<file path="config.mk">
export PLATFORM = sky130hd
export DESIGN_NAME = mem_access_unit
export DESIGN_NICKNAME = d
export VERILOG_FILES = /design/src/rtl/mem_pkg.sv /design/src/rtl/mem_load_ext.sv /design/src/rtl/mem_access_unit.sv
export SDC_FILE = /design/constraint.sdc
export NUM_CORES = 1
export LEC_CHECK = 0
export ABC_AREA = 1
export CELL_PAD_IN_SITES_DETAIL_PLACEMENT = 0
export CELL_PAD_IN_SITES_GLOBAL_PLACEMENT = 1
export CORE_AREA = 2 2 154 156
export DETAILED_ROUTE_END_ITERATION = 10
export DIE_AREA = 0 0 156 158
export PLACE_DENSITY = 0.89
export SYNTH_ARGS = -nofsm -noshare
export SYNTH_HDL_FRONTEND = slang
export SYNTH_SLANG_ARGS = --single-unit
</file>
<file path="constraint.sdc">
create_clock -name clk -period 2.45 [get_ports clk]
set_input_delay 0.3675 -clock clk [delete_from_list [all_inputs] [get_ports clk]]
set_output_delay 0.3675 -clock clk [all_outputs]
set_load 0.01 [all_outputs]
</file>
<file path="src/rtl/mem_pkg.sv">
// mem_pkg
// Shared definitions for the memory access unit: opcode and funct3
// constants, one-hot beat-size encodings, the controller FSM state
// type and small decode helpers used by both the top and the load
// extension logic.
package mem_pkg;

  localparam logic [6:0] LOAD_CODE  = 7'b0000011;
  localparam logic [6:0] STORE_CODE = 7'b0100011;

  localparam logic [2:0] F3_LB  = 3'd0;
  localparam logic [2:0] F3_LH  = 3'd1;
  localparam logic [2:0] F3_LW  = 3'd2;
  localparam logic [2:0] F3_LBU = 3'd4;
  localparam logic [2:0] F3_LHU = 3'd5;
  localparam logic [2:0] F3_SB  = 3'd0;
  localparam logic [2:0] F3_SH  = 3'd1;
  localparam logic [2:0] F3_SW  = 3'd2;

  localparam logic [2:0] SEL_BYTE = 3'b001;
  localparam logic [2:0] SEL_HALF = 3'b010;
  localparam logic [2:0] SEL_WORD = 3'b100;

  typedef enum logic [1:0] {
    ST_IDLE,
    ST_ISSUE,
    ST_WAIT,
    ST_DONE
  } mem_state_e;

  // Access size in bytes (1, 2 or 4); signedness bit does not affect size.
  function automatic logic [2:0] size_of(input logic [2:0] funct3);
    case (funct3)
      3'd0, 3'd4: return 3'd1;
      3'd1, 3'd5: return 3'd2;
      default:    return 3'd4;
    endcase
  endfunction

  function automatic logic is_legal_load(input logic [2:0] funct3);
    case (funct3)
      F3_LB, F3_LH, F3_LW, F3_LBU, F3_LHU: return 1'b1;
      default:                             return 1'b0;
    endcase
  endfunction

  function automatic logic is_legal_store(input logic [2:0] funct3);
    case (funct3)
      F3_SB, F3_SH, F3_SW: return 1'b1;
      default:             return 1'b0;
    endcase
  endfunction

  // One-hot beat-size encoding for a beat of 1, 2 or 4 bytes.
  function automatic logic [2:0] sel_of(input logic [2:0] beat_bytes);
    case (beat_bytes)
      3'd1:    return SEL_BYTE;
      3'd2:    return SEL_HALF;
      default: return SEL_WORD;
    endcase
  endfunction

endpackage

</file>
<file path="src/rtl/mem_load_ext.sv">
// mem_load_ext
// Turns the assembled little-endian load accumulator into the final
// write-back value: sign-extends LB/LH, zero-extends LBU/LHU and passes
// LW through (sign-extended if XLEN is wider than 32).
// Ports:
//   acc_i    - assembled load bytes, byte 0 in bits [7:0]
//   funct3_i - load width/signedness
//   result_o - extended XLEN-wide result
module mem_load_ext
  import mem_pkg::*;
#(
  parameter int XLEN = 32
) (
  input  logic [XLEN-1:0] acc_i,
  input  logic [2:0]      funct3_i,
  output logic [XLEN-1:0] result_o
);

  always_comb begin
    result_o = acc_i;
    case (funct3_i)
      F3_LB:   result_o = XLEN'($signed(acc_i[7:0]));
      F3_LH:   result_o = XLEN'($signed(acc_i[15:0]));
      F3_LW:   result_o = XLEN'($signed(acc_i[31:0]));
      F3_LBU:  result_o = XLEN'(acc_i[7:0]);
      F3_LHU:  result_o = XLEN'(acc_i[15:0]);
      default: result_o = acc_i;
    endcase
  end

endmodule

</file>
<file path="src/rtl/mem_access_unit.sv">
// mem_access_unit
// Pipeline MEM stage that performs loads and stores as a sequence of
// beats on a req/gnt/rvalid memory interface. Each access is split into
// min(SIZE, BUS_BYTES)-byte beats at consecutive (unaligned) addresses;
// load beats are gathered little-endian into an accumulator and then
// extended. The pipeline is stalled from the cycle the access is seen
// until the one-cycle DONE state that presents the result to WB.
// Non-memory (or illegal / invalid) instructions pass straight through.
// Ports:
//   clk, rst                 - clock, synchronous active-high reset
//   op_valid_i, op_i,
//   funct3_i                 - instruction valid, opcode, width/sign
//   mem_addr_i, reg_i        - effective address, store data
//   wd_i, wreg_i, wdata_i    - WB destination, write enable, ALU result
//   mem_req_o .. mem_data_o  - beat request to the memory controller
//   mem_gnt_i, mem_rvalid_i,
//   mem_data_i               - controller accept / read data return
//   stallreq_o               - stall request to the pipeline controller
//   wd_o, wreg_o, wdata_o    - write-back fields to WB
module mem_access_unit
  import mem_pkg::*;
#(
  parameter int XLEN      = 32,
  parameter int ADDR_W    = 32,
  parameter int BUS_BYTES = 1
) (
  input  logic                   clk,
  input  logic                   rst,
  input  logic                   op_valid_i,
  input  logic [6:0]             op_i,
  input  logic [2:0]             funct3_i,
  input  logic [ADDR_W-1:0]      mem_addr_i,
  input  logic [XLEN-1:0]        reg_i,
  input  logic [4:0]             wd_i,
  input  logic                   wreg_i,
  input  logic [XLEN-1:0]        wdata_i,
  output logic                   mem_req_o,
  output logic                   mem_we_o,
  output logic [ADDR_W-1:0]      mem_addr_o,
  output logic [2:0]             mem_sel_o,
  output logic [8*BUS_BYTES-1:0] mem_data_o,
  input  logic                   mem_gnt_i,
  input  logic                   mem_rvalid_i,
  input  logic [8*BUS_BYTES-1:0] mem_data_i,
  output logic                   stallreq_o,
  output logic [4:0]             wd_o,
  output logic                   wreg_o,
  output logic [XLEN-1:0]        wdata_o
);

  localparam int         BW    = 8 * BUS_BYTES;
  localparam logic [2:0] BUS_B = 3'(BUS_BYTES);

  mem_state_e        state_q, state_d;
  logic [2:0]        beat_q;
  logic [ADDR_W-1:0] addr_q;
  logic [XLEN-1:0]   sdata_q;
  logic [XLEN-1:0]   acc_q, acc_d;
  logic [2:0]        funct3_q;
  logic [4:0]        wd_q;
  logic              wreg_q;
  logic              store_q;

  logic              start_load, start_store, start;
  logic [2:0]        size_q, beat_bytes;
  logic [5:0]        off_b;
  logic              last_beat;
  logic [XLEN-1:0]   store_shift;
  logic [BW-1:0]     lane_mask;
  logic [BW-1:0]     beat_wdata;
  logic [XLEN-1:0]   load_result;

  assign start_load  = op_valid_i && (op_i == LOAD_CODE)  && is_legal_load(funct3_i);
  assign start_store = op_valid_i && (op_i == STORE_CODE) && is_legal_store(funct3_i);
  assign start       = start_load || start_store;

  // Beat geometry of the latched access: beat width, byte offset of the
  // current beat, and whether the current beat is the final one.
  assign size_q     = size_of(funct3_q);
  assign beat_bytes = (size_q < BUS_B) ? size_q : BUS_B;
  assign off_b      = 6'(beat_q) * 6'(beat_bytes);
  assign last_beat  = (off_b + 6'(beat_bytes)) >= 6'(size_q);

  // Store lanes for the current beat, with lanes past the beat width zeroed
  // so a narrow access on a wide bus never drives stale bytes.
  assign store_shift = sdata_q >> {off_b, 3'b000};

  always_comb begin
    lane_mask = '0;
    for (int j = 0; j < BUS_BYTES; j++) begin
      if (j < int'(beat_bytes)) lane_mask[8*j +: 8] = 8'hFF;
    end
  end

  assign beat_wdata = BW'(store_shift) & lane_mask;

  // Merge the returned beat into the accumulator at the current byte offset.
  always_comb begin
    acc_d = acc_q;
    for (int k = 0; k < XLEN/8; k++) begin
      for (int j = 0; j < BUS_BYTES; j++) begin
        if ((j < int'(beat_bytes)) && (k == int'(off_b) + j)) begin
          acc_d[8*k +: 8] = mem_data_i[8*j +: 8];
        end
      end
    end
  end

  mem_load_ext #(
    .XLEN(XLEN)
  ) u_load_ext (
    .acc_i   (acc_q),
    .funct3_i(funct3_q),
    .result_o(load_result)
  );

  // State register.
  always_ff @(posedge clk) begin
    if (rst) state_q <= ST_IDLE;
    else     state_q <= state_d;
  end

  // Latched access fields, beat counter and load accumulator.
  always_ff @(posedge clk) begin
    if (rst) begin
      beat_q   <= '0;
      addr_q   <= '0;
      sdata_q  <= '0;
      acc_q    <= '0;
      funct3_q <= '0;
      wd_q     <= '0;
      wreg_q   <= 1'b0;
      store_q  <= 1'b0;
    end else begin
      case (state_q)
        ST_IDLE: begin
          if (start) begin
            beat_q   <= '0;
            addr_q   <= mem_addr_i;
            sdata_q  <= reg_i;
            acc_q    <= '0;
            funct3_q <= funct3_i;
            wd_q     <= wd_i;
            wreg_q   <= wreg_i;
            store_q  <= start_store;
          end
        end
        ST_ISSUE: begin
          if (mem_gnt_i && store_q) beat_q <= beat_q + 3'd1;
        end
        ST_WAIT: begin
          if (mem_rvalid_i) begin
            acc_q  <= acc_d;
            beat_q <= beat_q + 3'd1;
          end
        end
        default: ;
      endcase
    end
  end

  // Next-state logic.
  always_comb begin
    state_d = state_q;
    case (state_q)
      ST_IDLE: begin
        if (start) state_d = ST_ISSUE;
      end
      ST_ISSUE: begin
        if (mem_gnt_i) begin
          if (!store_q)      state_d = ST_WAIT;
          else if (last_beat) state_d = ST_DONE;
        end
      end
      ST_WAIT: begin
        if (mem_rvalid_i) state_d = last_beat ? ST_DONE : ST_ISSUE;
      end
      ST_DONE: state_d = ST_IDLE;
      default: state_d = ST_IDLE;
    endcase
  end

  // Outputs decoded from state; everything is held at zero while rst is
  // asserted so the abandoned access cannot leak a request or a write-back.
  always_comb begin
    mem_req_o  = 1'b0;
    mem_we_o   = 1'b0;
    mem_addr_o = '0;
    mem_sel_o  = '0;
    mem_data_o = '0;
    stallreq_o = 1'b0;
    wd_o       = '0;
    wreg_o     = 1'b0;
    wdata_o    = '0;
    if (!rst) begin
      case (state_q)
        ST_IDLE: begin
          stallreq_o = start;
          if (!start) begin
            wd_o    = wd_i;
            wreg_o  = wreg_i;
            wdata_o = wdata_i;
          end
        end
        ST_ISSUE: begin
          stallreq_o = 1'b1;
          mem_req_o  = 1'b1;
          mem_we_o   = store_q;
          mem_addr_o = addr_q + ADDR_W'(off_b);
          mem_sel_o  = sel_of(beat_bytes);
          mem_data_o = store_q ? beat_wdata : '0;
        end
        ST_WAIT: begin
          stallreq_o = 1'b1;
        end
        ST_DONE: begin
          wd_o    = wd_q;
          wreg_o  = wreg_q;
          wdata_o = store_q ? wdata_i : load_result;
        end
        default: ;
      endcase
    end
  end

endmodule

</file>
; Word level (Yosys, flattened, before mapping)
; Index checks and enable logic that the tools add are counted.
[word_totals]
elab_cells = 123
output_inout_bits = 84
latch_bits = 0
memories = 0
romBits = 0
ram_bits = 0
in_bits = 125
reg_bits = 111
[classes]
shift = 1
eq_ne = 26
n_mul = 1
addsub = 3
div_mod_pow = 0
reduce_logical = 28
magnitude_cmp = 3
mux = 48
bitwise = 1
[op_table]
columns = op, n
row1 = 2-to-1 mux 32 bit, 7
row2 = one-hot mux 32 bit (2 select lines), 2
row3 = one-hot mux 32 bit (4 select lines), 1
row4 = 2-to-1 mux 8 bit, 8
row5 = adder 32 x 6 -> 32 bit, 1
row6 = zero test 32 bit, 1
row7 = right shift 32 x 9 -> 8 bit, 1
row8 = AND reduction 4 bit, 6
row9 = 2-to-1 mux 3 bit, 6
row10 = "inequality test 2 bit, second input constant", 8
row11 = "equality test 3 bit, second input constant", 4
row12 = "equality test 3 x 6 -> 1 bit, first input constant", 2
row13 = 2-to-1 mux 2 bit, 6
row14 = one-hot mux 3 bit (2 select lines), 2
row15 = 2-to-1 mux 5 bit, 2
row16 = one-hot mux 5 bit (2 select lines), 1
row17 = "equality test 3 x 1 -> 1 bit, second input constant", 3
row18 = logical AND 1 bit, 9
row19 = 2-to-1 mux 1 bit, 9
row20 = one-hot mux 3 bit (3 select lines), 1
row21 = AND 8 bit, 1
row22 = one-hot mux 2 bit (4 select lines), 1
row23 = "equality test 7 x 2 -> 1 bit, second input constant", 1
row24 = "equality test 7 x 6 -> 1 bit, second input constant", 1
row25 = 21 further kinds, 27

; Depth between registers and ports, before layout
; Gate-level depths: netlist (run 1).
[logic_depth]
word_depth = 12
depth_mapped = 17
depth_no_buf = 17

; Cells and area by module
; A second synthesis (run 1) with hierarchy kept.
[hier_totals]
cells_unflattened = 1039
area_unflattened_um2 = 6757.7
[modules_own_cells]
columns = mod, n_inst, seq_area_each_um2, cells_each, area_each_um2
row1 = mem_access_unit, 1, 2222.1, 969, 6368.6
row2 = mem_load_ext, 1, 0.0, 70, 389.1

; Worst setup path after synthesis (run 1)
; No wires, ideal clock.
[synth_timing]
kind = reg-to-output
startpoint = reg beat_q[2]
endpoint = out mem_addr_o[19]
t_arrival_ns = 2.353
n_path_buf = 0
path_stages_with_launch = 14
required_time_ns = 2.082
setup_slack_ns = -0.270
cell_sequence = dfxtp_1 -> inv_1 -> fa_1 -> inv_1 -> ha_1 -> ha_1 -> a21o_1 -> a31oi_2 -> o21bai_2 -> nand2_2 -> nor2_1 -> nand2_1 -> nand2_1 -> nor2_1
[synth_between]
elab_chain_len = 4
[synth_lines]
columns = element, line
row1 = from (decl), mem_access_unit.sv:55  ; logic [2:0] beat_q;
row2 = from (signal assigned), mem_access_unit.sv:149  ; if (mem_gnt_i && store_q) beat_q <= beat_q + 3'd1;
row3 = from (signal assigned), mem_access_unit.sv:154  ; beat_q <= beat_q + 3'd1;
row4 = multiplier 3 x 3 -> 6 bit, mem_access_unit.sv:81  ; assign off_b = 6'(beat_q) * 6'(beat_bytes);
row5 = adder 32 x 6 -> 32 bit, mem_access_unit.sv:209  ; mem_addr_o = addr_q + ADDR_W'(off_b);
row6 = 2-to-1 mux 32 bit, mem_access_unit.sv:196  ; case (state_q)
row7 = 2-to-1 mux 32 bit, mem_access_unit.sv:195  ; if (!rst) begin
row8 = to (decl), mem_access_unit.sv:39  ; output logic [ADDR_W-1:0] mem_addr_o,
; Every way passes these cells.

; Worst setup path after layout (run 1)
[layout_timing]
startpoint = reg beat_q[2]
endpoint = out mem_addr_o[15]
; The elaborated chain is that of the path after synthesis.

==> impl_metrics.env, run 1 <==
export IMPL_grt_pass1_wl_mm=38.5
export IMPL_syn2layout_area_growth_pct=55.3
export IMPL_violations="negative setup slack"
export IMPL_fin_crit_ps=3080
export IMPL_ir_drop_uv=291
export IMPL_status="finished with violations"
export IMPL_viasPerCell=4.84
export IMPL_postRouteAntennaNets=0
export IMPL_die_h_um=158
export IMPL_firstDrtPassIters=5
export IMPL_core_area_mm2=0.0231
export IMPL_drt_iter0_drc=454
export IMPL_cp_end_kind="primary output"
export IMPL_setup_ws_ps=-632
export IMPL_grt_usage_pct=19.6
export IMPL_overflow=0
export IMPL_cp_arrival_ps=2710
export IMPL_wire_per_inst_um=15.4
export IMPL_final_period_utilization_pct=126
export IMPL_holdCritPathClass="flip-flop to flip-flop"
export IMPL_rsz0062_at_grt="yes"
export IMPL_drt_wl_total_mm=25.0
export IMPL_mostFrequentLayoutCells="nor2_1, nand2_1, clkdlybuf4s50_1"
export IMPL_drc=0
export IMPL_maxSlewViolCount=0
export IMPL_dr_wl_met2_mm=11.9
export IMPL_die_area_mm2=0.0246
export IMPL_p_per_area_mw_per_mm2=525
export IMPL_cts_sinks=111
export IMPL_cts_tree="built"
export IMPL_yosysWarnings=0
export IMPL_syn_area_mm2=0.00681
export IMPL_layout_drive_gt1_share_pct=26.5
export IMPL_cts_htree_levels=3
export IMPL_crit_path_max_fanout=4
export IMPL_fin_cells=1616
export IMPL_vias=7826
export IMPL_crit_path_max_incr_delay_ps=410
export IMPL_cp_num_buf_inv=5
export IMPL_ys_types=44
export IMPL_synth_seq_cells=111
export IMPL_cp_required_ps=2080
export IMPL_initial_utilization_pct=29.5
export IMPL_path_delay_family="adder cells"
export IMPL_highest_layer="met4"
export IMPL_fmax_mhz=324
export IMPL_grt_pass1_vias=7603
export IMPL_synth_cells=1029
export IMPL_leakagePower_nw=4.41
export IMPL_grt_max_degree=101
export IMPL_tns_ps=-15780
export IMPL_wl_met3_mm=1.34
export IMPL_power_mw=5.55
export IMPL_root_buffer="clkbuf_16"
export IMPL_ys_seq_area_share_pct=32.6
export IMPL_port_buffers=206
export IMPL_cpMaxStageDelayCell="fa_2"
export IMPL_wl_met1_mm=11.1
export IMPL_setup_viol=37
export IMPL_max_slew_margin_pct=65.7
export IMPL_dp_cells=1567
export IMPL_fin_skew_ps=7.35
export IMPL_path_cells="inv_2, fa_2, inv_2, ha_4, ha_4, a21o_1, a31oi_4, o21bai_4, buf_6, nand2_4, buf_6, a21oi_2, o21a_1, buf_2"
export IMPL_fin_nets=1474
export IMPL_numCtsBuffers=9
export IMPL_start_kind="flip-flop"
export IMPL_fp_dieW_um=156
export IMPL_rows=56
export IMPL_hold_viol=0
export IMPL_antenna_found_initial=1
export IMPL_layout_commonest_cell="nor2_1"
export IMPL_clk_pin_slew_ps=80
export IMPL_critPathKind="flip-flop to primary output"
export IMPL_worstMarginPinSlew_ps=509
export IMPL_io_pins=209
export IMPL_dpl_hpwl_mm=18.4
export IMPL_routabilityCongestion=0.871
export IMPL_max_cap_viol_count=0
export IMPL_avgSynthCellArea_um2=6.62
export IMPL_worst_skew_pair_late_latency_ps=360
export IMPL_final_util_pct=45.9
export IMPL_clk_path_buf_depth=2
[synthesized netlist by cell type, drive strengths merged]
library cell / count / area [µm²]
a21oi: 100 / 527
and3: 1 / 6.26
buf: 27 / 199
nand3: 36 / 195
nand4: 17 / 106
xor2: 1 / 8.76
nand2: 185 / 717
clkbuf: 30 / 113
o22ai: 1 / 6.26
o21bai: 19 / 146
a221oi: 8 / 70.1
a22oi: 15 / 113
o21ai: 114 / 582
nor2: 218 / 856
o21a: 5 / 37.5
ha: 25 / 313
clkinv: 2 / 7.51
o31ai: 1 / 7.51
dfxtp: 111 / 2220
fa: 3 / 60.1
a21o: 1 / 7.51
nor3: 12 / 60.1
nor4: 5 / 46.3
conb: 2 / 7.51
a31oi: 1 / 12.5
xnor2: 1 / 16.3
inv: 77 / 289
or2: 2 / 12.5
a211oi: 9 / 67.6
[worst paths after layout]
| check | cells past startpoint | start | slack [ps] | end |
|---|---|---|---|---|
| setup / recovery | 14 | beat_q[2] | -630 | mem_addr_o[15] |
| hold / removal | 2 | acc_q[25] | 470 | acc_q[25] |
| setup reg to reg | 18 | beat_q[2] | 30 | state_q[1] |
| hold reg to reg | 2 | acc_q[25] | 470 | acc_q[25] |
[cell families (layout without fill, tap and decap cells)]
family / Yosys count / after routing / synth area share, %
compound gates: 274 / 275 / 23.1
xor+xnor: 2 / 2 / 0.367
fa+ha+maj: 28 / 28 / 5.47
buf+inv: 136 / 424 / 8.93
flops: 111 / 111 / 32.6
other cells: 2 / 10 / 0.110
simple gates: 476 / 476 / 29.4
[tightest hold or removal path, delay by kind of cell, from the launching register on]
| family | cells | cell delay, ps |
|---|---|---|
| AO/OA/AOI/OAI | 1 | 50 |
| AND/OR/NAND/NOR | 1 | 70 |
| flip-flops | 1 | 310 |
[cell type report]
type	count	area, µm²
Inverter	79	305
Tap cell	290	363
Antenna cell	1	2.50
Sequential cell	111	2230
Fill cell	2366	12500
Clock inverter	6	55.1
Multi-Input combinational cell	790	4590
Clock buffer	9	225
Timing Repair Buffer	330	2820
[per-stage QoR]
step / cell area (µm²) / worst slack (ps) / hold WS [ps]
4_1_cts: 10400 / -644 / 477
3_5_place_dp: 9880 / -640 / 460
6_report: 10600 / -632 / 474
5_1_grt: 10600 / -734 / 500
2_1_floorplan: 6980 / -303 / 440
3_3_place_gp: 9880 / -601 / 451
[per-layer routing]
layer	vias up	track usage [%]
met5	-	0
li1	3999	-
met4	0	6.77
met3	40	3.01
met2	249	34.1
met1	3538	24.8
[sequential cells by signal, summed over array words and instances, names as in the netlist]
| name | flops |
|---|---|
| acc_q | 32 |
| addr_q | 32 |
| sdata_q | 32 |
| wd_q | 5 |
| beat_q | 3 |
| funct3_q | 3 |
| state_q | 2 |
| store_q | 1 |
| wreg_q | 1 |
[where the power goes]
part | total (mW) | internal (mW) | switching, mW
combinational | 2.02 | 0.936 | 1.08
sequential | 2.08 | 1.98 | 0.0969
clock | 1.46 | 0.705 | 0.753
[timing repair]
item / CTS / global route
gates resized for setup: 308 / 84
endpoints found under the setup margin: 80 / 78
hold buffers: 0 / 0
pin swaps: 42 / 37
gates cloned: 1 / 0
buffers inserted: 22 / 14
(Power assumes the default switching activity.)
==> inputs of run 2 (changes only) <==
--- a/config.mk
+++ b/config.mk
@@ -12,6 +12,7 @@
 export DETAILED_ROUTE_END_ITERATION = 10
 export DIE_AREA = 0 0 156 158
 export PLACE_DENSITY = 0.89
+export SKIP_LAST_GASP = 1
 export SYNTH_ARGS = -nofsm -noshare
 export SYNTH_HDL_FRONTEND = slang
 export SYNTH_SLANG_ARGS = --single-unit
==> run 2 against run 1 <==
- power about the same
- clock skew about the same
- the flow still finishes with violations (negative setup slack)
- largest cell class unchanged
- worst hold slack got worse by 0.66 ps
==> impl_metrics.env, run 2 (synthesized netlist as in run 1, its figures left out) <==
export IMPL_p_per_area_mw_per_mm2=526
export IMPL_numCtsBuffers=9
export IMPL_final_period_utilization_pct=127
export IMPL_start_kind="flip-flop"
export IMPL_grt_usage_pct=19.6
export IMPL_core_area_mm2=0.0231
export IMPL_fmax_mhz=322
export IMPL_final_util_pct=45.8
export IMPL_root_buffer="clkbuf_16"
export IMPL_vias=7890
export IMPL_grt_max_degree=101
export IMPL_layout_drive_gt1_share_pct=26.1
export IMPL_initial_utilization_pct=29.5
export IMPL_leakagePower_nw=4.41
export IMPL_fin_crit_ps=3110
export IMPL_crit_path_max_fanout=4
export IMPL_max_cap_viol_count=0
export IMPL_wire_per_inst_um=15.4
export IMPL_largest_registers="acc_q (32), addr_q (32), sdata_q (32)"
export IMPL_die_area_mm2=0.0246
export IMPL_io_pins=209
export IMPL_violations="negative setup slack"
export IMPL_fin_skew_ps=7.40
export IMPL_die_h_um=158
export IMPL_status="finished with violations"
export IMPL_port_buffers=206
export IMPL_cp_required_ps=2080
export IMPL_firstDrtPassIters=5
export IMPL_ir_drop_uv=294
export IMPL_path_delay_family="adder cells"
export IMPL_setup_ws_ps=-659
export IMPL_fin_cells=1618
export IMPL_max_slew_margin_pct=65.6
export IMPL_maxSlewViolCount=0
export IMPL_mostFrequentLayoutCells="nor2_1, nand2_1, clkdlybuf4s50_1"
export IMPL_drt_iter0_drc=392
export IMPL_worstMarginPinSlew_ps=510
export IMPL_critPathKind="flip-flop to primary output"
export IMPL_layout_commonest_cell="nor2_1"
export IMPL_r2r_start="beat_q[2]"
export IMPL_hold_ws_ps=473
export IMPL_rsz0062_at_grt="yes"
export IMPL_syn2layout_area_growth_pct=55.0
export IMPL_worst_skew_pair_late_latency_ps=360
export IMPL_antenna_found_initial=1
export IMPL_cts_htree_levels=3
export IMPL_routabilityCongestion=0.871
export IMPL_holdCritPathClass="flip-flop to flip-flop"
export IMPL_cp_end_kind="primary output"
export IMPL_postRouteAntennaNets=0
export IMPL_rows=56
export IMPL_dp_cells=1567
export IMPL_setup_viol=38
export IMPL_seq_area_mm2=0.00223
export IMPL_cp_num_buf_inv=5
export IMPL_cp_arrival_ps=2740
export IMPL_hp_start="acc_q[25]"
export IMPL_clk_pin_slew_ps=80
export IMPL_grt_pass1_vias=7567
export IMPL_cts_sinks=111
export IMPL_fillers=2374
export IMPL_drt_wl_total_mm=25.0
export IMPL_fin_nets=1476
export IMPL_viasPerCell=4.88
export IMPL_multi_input_area_mm2=0.00456
export IMPL_hold_viol=0
export IMPL_overflow=0
export IMPL_crit_path_max_incr_delay_ps=410
export IMPL_dpl_hpwl_mm=18.4
export IMPL_clk_path_buf_depth=2
export IMPL_cts_tree="built"
export IMPL_drc=0
export IMPL_startpoint="beat_q[2]"
export IMPL_cpMaxStageDelayCell="fa_2"
export IMPL_path_cells="inv_2, fa_2, inv_2, ha_4, ha_4, a21o_1, a31oi_4, o21bai_4, buf_6, nand2_4, buf_6, a21oi_2, o21a_1, buf_2"
export IMPL_fp_dieW_um=156
export IMPL_grt_pass1_wl_mm=38.5
export IMPL_power_mw=5.56
export IMPL_post_place_ws_ps=-640
-- run 2: cell count changes in the layout (fill, tap and decap cells not counted), sizes merged --
cell / before / now
buf: 170 / 172
clkdlybuf4s15: 6 / 5
dlygate4sd2: 20 / 21
-- run 2: per-layer routing --
layer,wire length (µm),track usage [%]
met4,603,6.60
met5,0,0
met3,1320,3.01
met2,11900,34.0
met1,11100,24.8
-- run 2: worst min-delay path: stages, from the launching register on --
cell	delay [ps]
dfxtp_1	310
nand2_1	70
a21oi_2	50
-- run 2: report_power, final --
part	total, mW	leakage, nW	switching [mW]	internal [mW]
registers	2.08	0.897	0.0971	1.98
logic	2.02	3.38	1.08	0.940
clock network	1.46	0.132	0.753	0.705
-- run 2: layout make-up --
cell class | count | share of cell area (%)
diodes | 1 | 0.0237
clock buffers | 9 | 2.13
clock inverters | 6 | 0.522
inverters | 79 | 2.87
multi-input cells | 790 | 43.2
flip-flops and latches | 111 | 21.1
well taps | 290 | 3.44
repair buffers | 332 | 26.7
-- run 2: what timing repair did --
action | 4_1_cts | 5_1_grt
hold buffers | 0 | 0
resized for setup | 294 | 88
buffers inserted | 22 | 16
pin swaps | 41 | 37
cloned | 1 | 0
hold endpoints to repair | 0 | 0
endpoints found under the setup margin | 80 | 78
-- run 2: worst paths after layout --
check	endpoint	slack, ps	depth (start not counted)
min	acc_q[25]	470	2
max reg2reg	state_q[1]	30	18
min reg2reg	acc_q[25]	470	2
max	mem_addr_o[15]	-660	14
-- run 2: per-stage QoR --
stage                     TNS [ps]  cell area, µm²
after floorplan              -6160            6980
after global placement      -38770            9880
after detailed placement    -43780            9880
after CTS                   -16160           10400
after global routing        -20510           10600
final                       -16140           10600
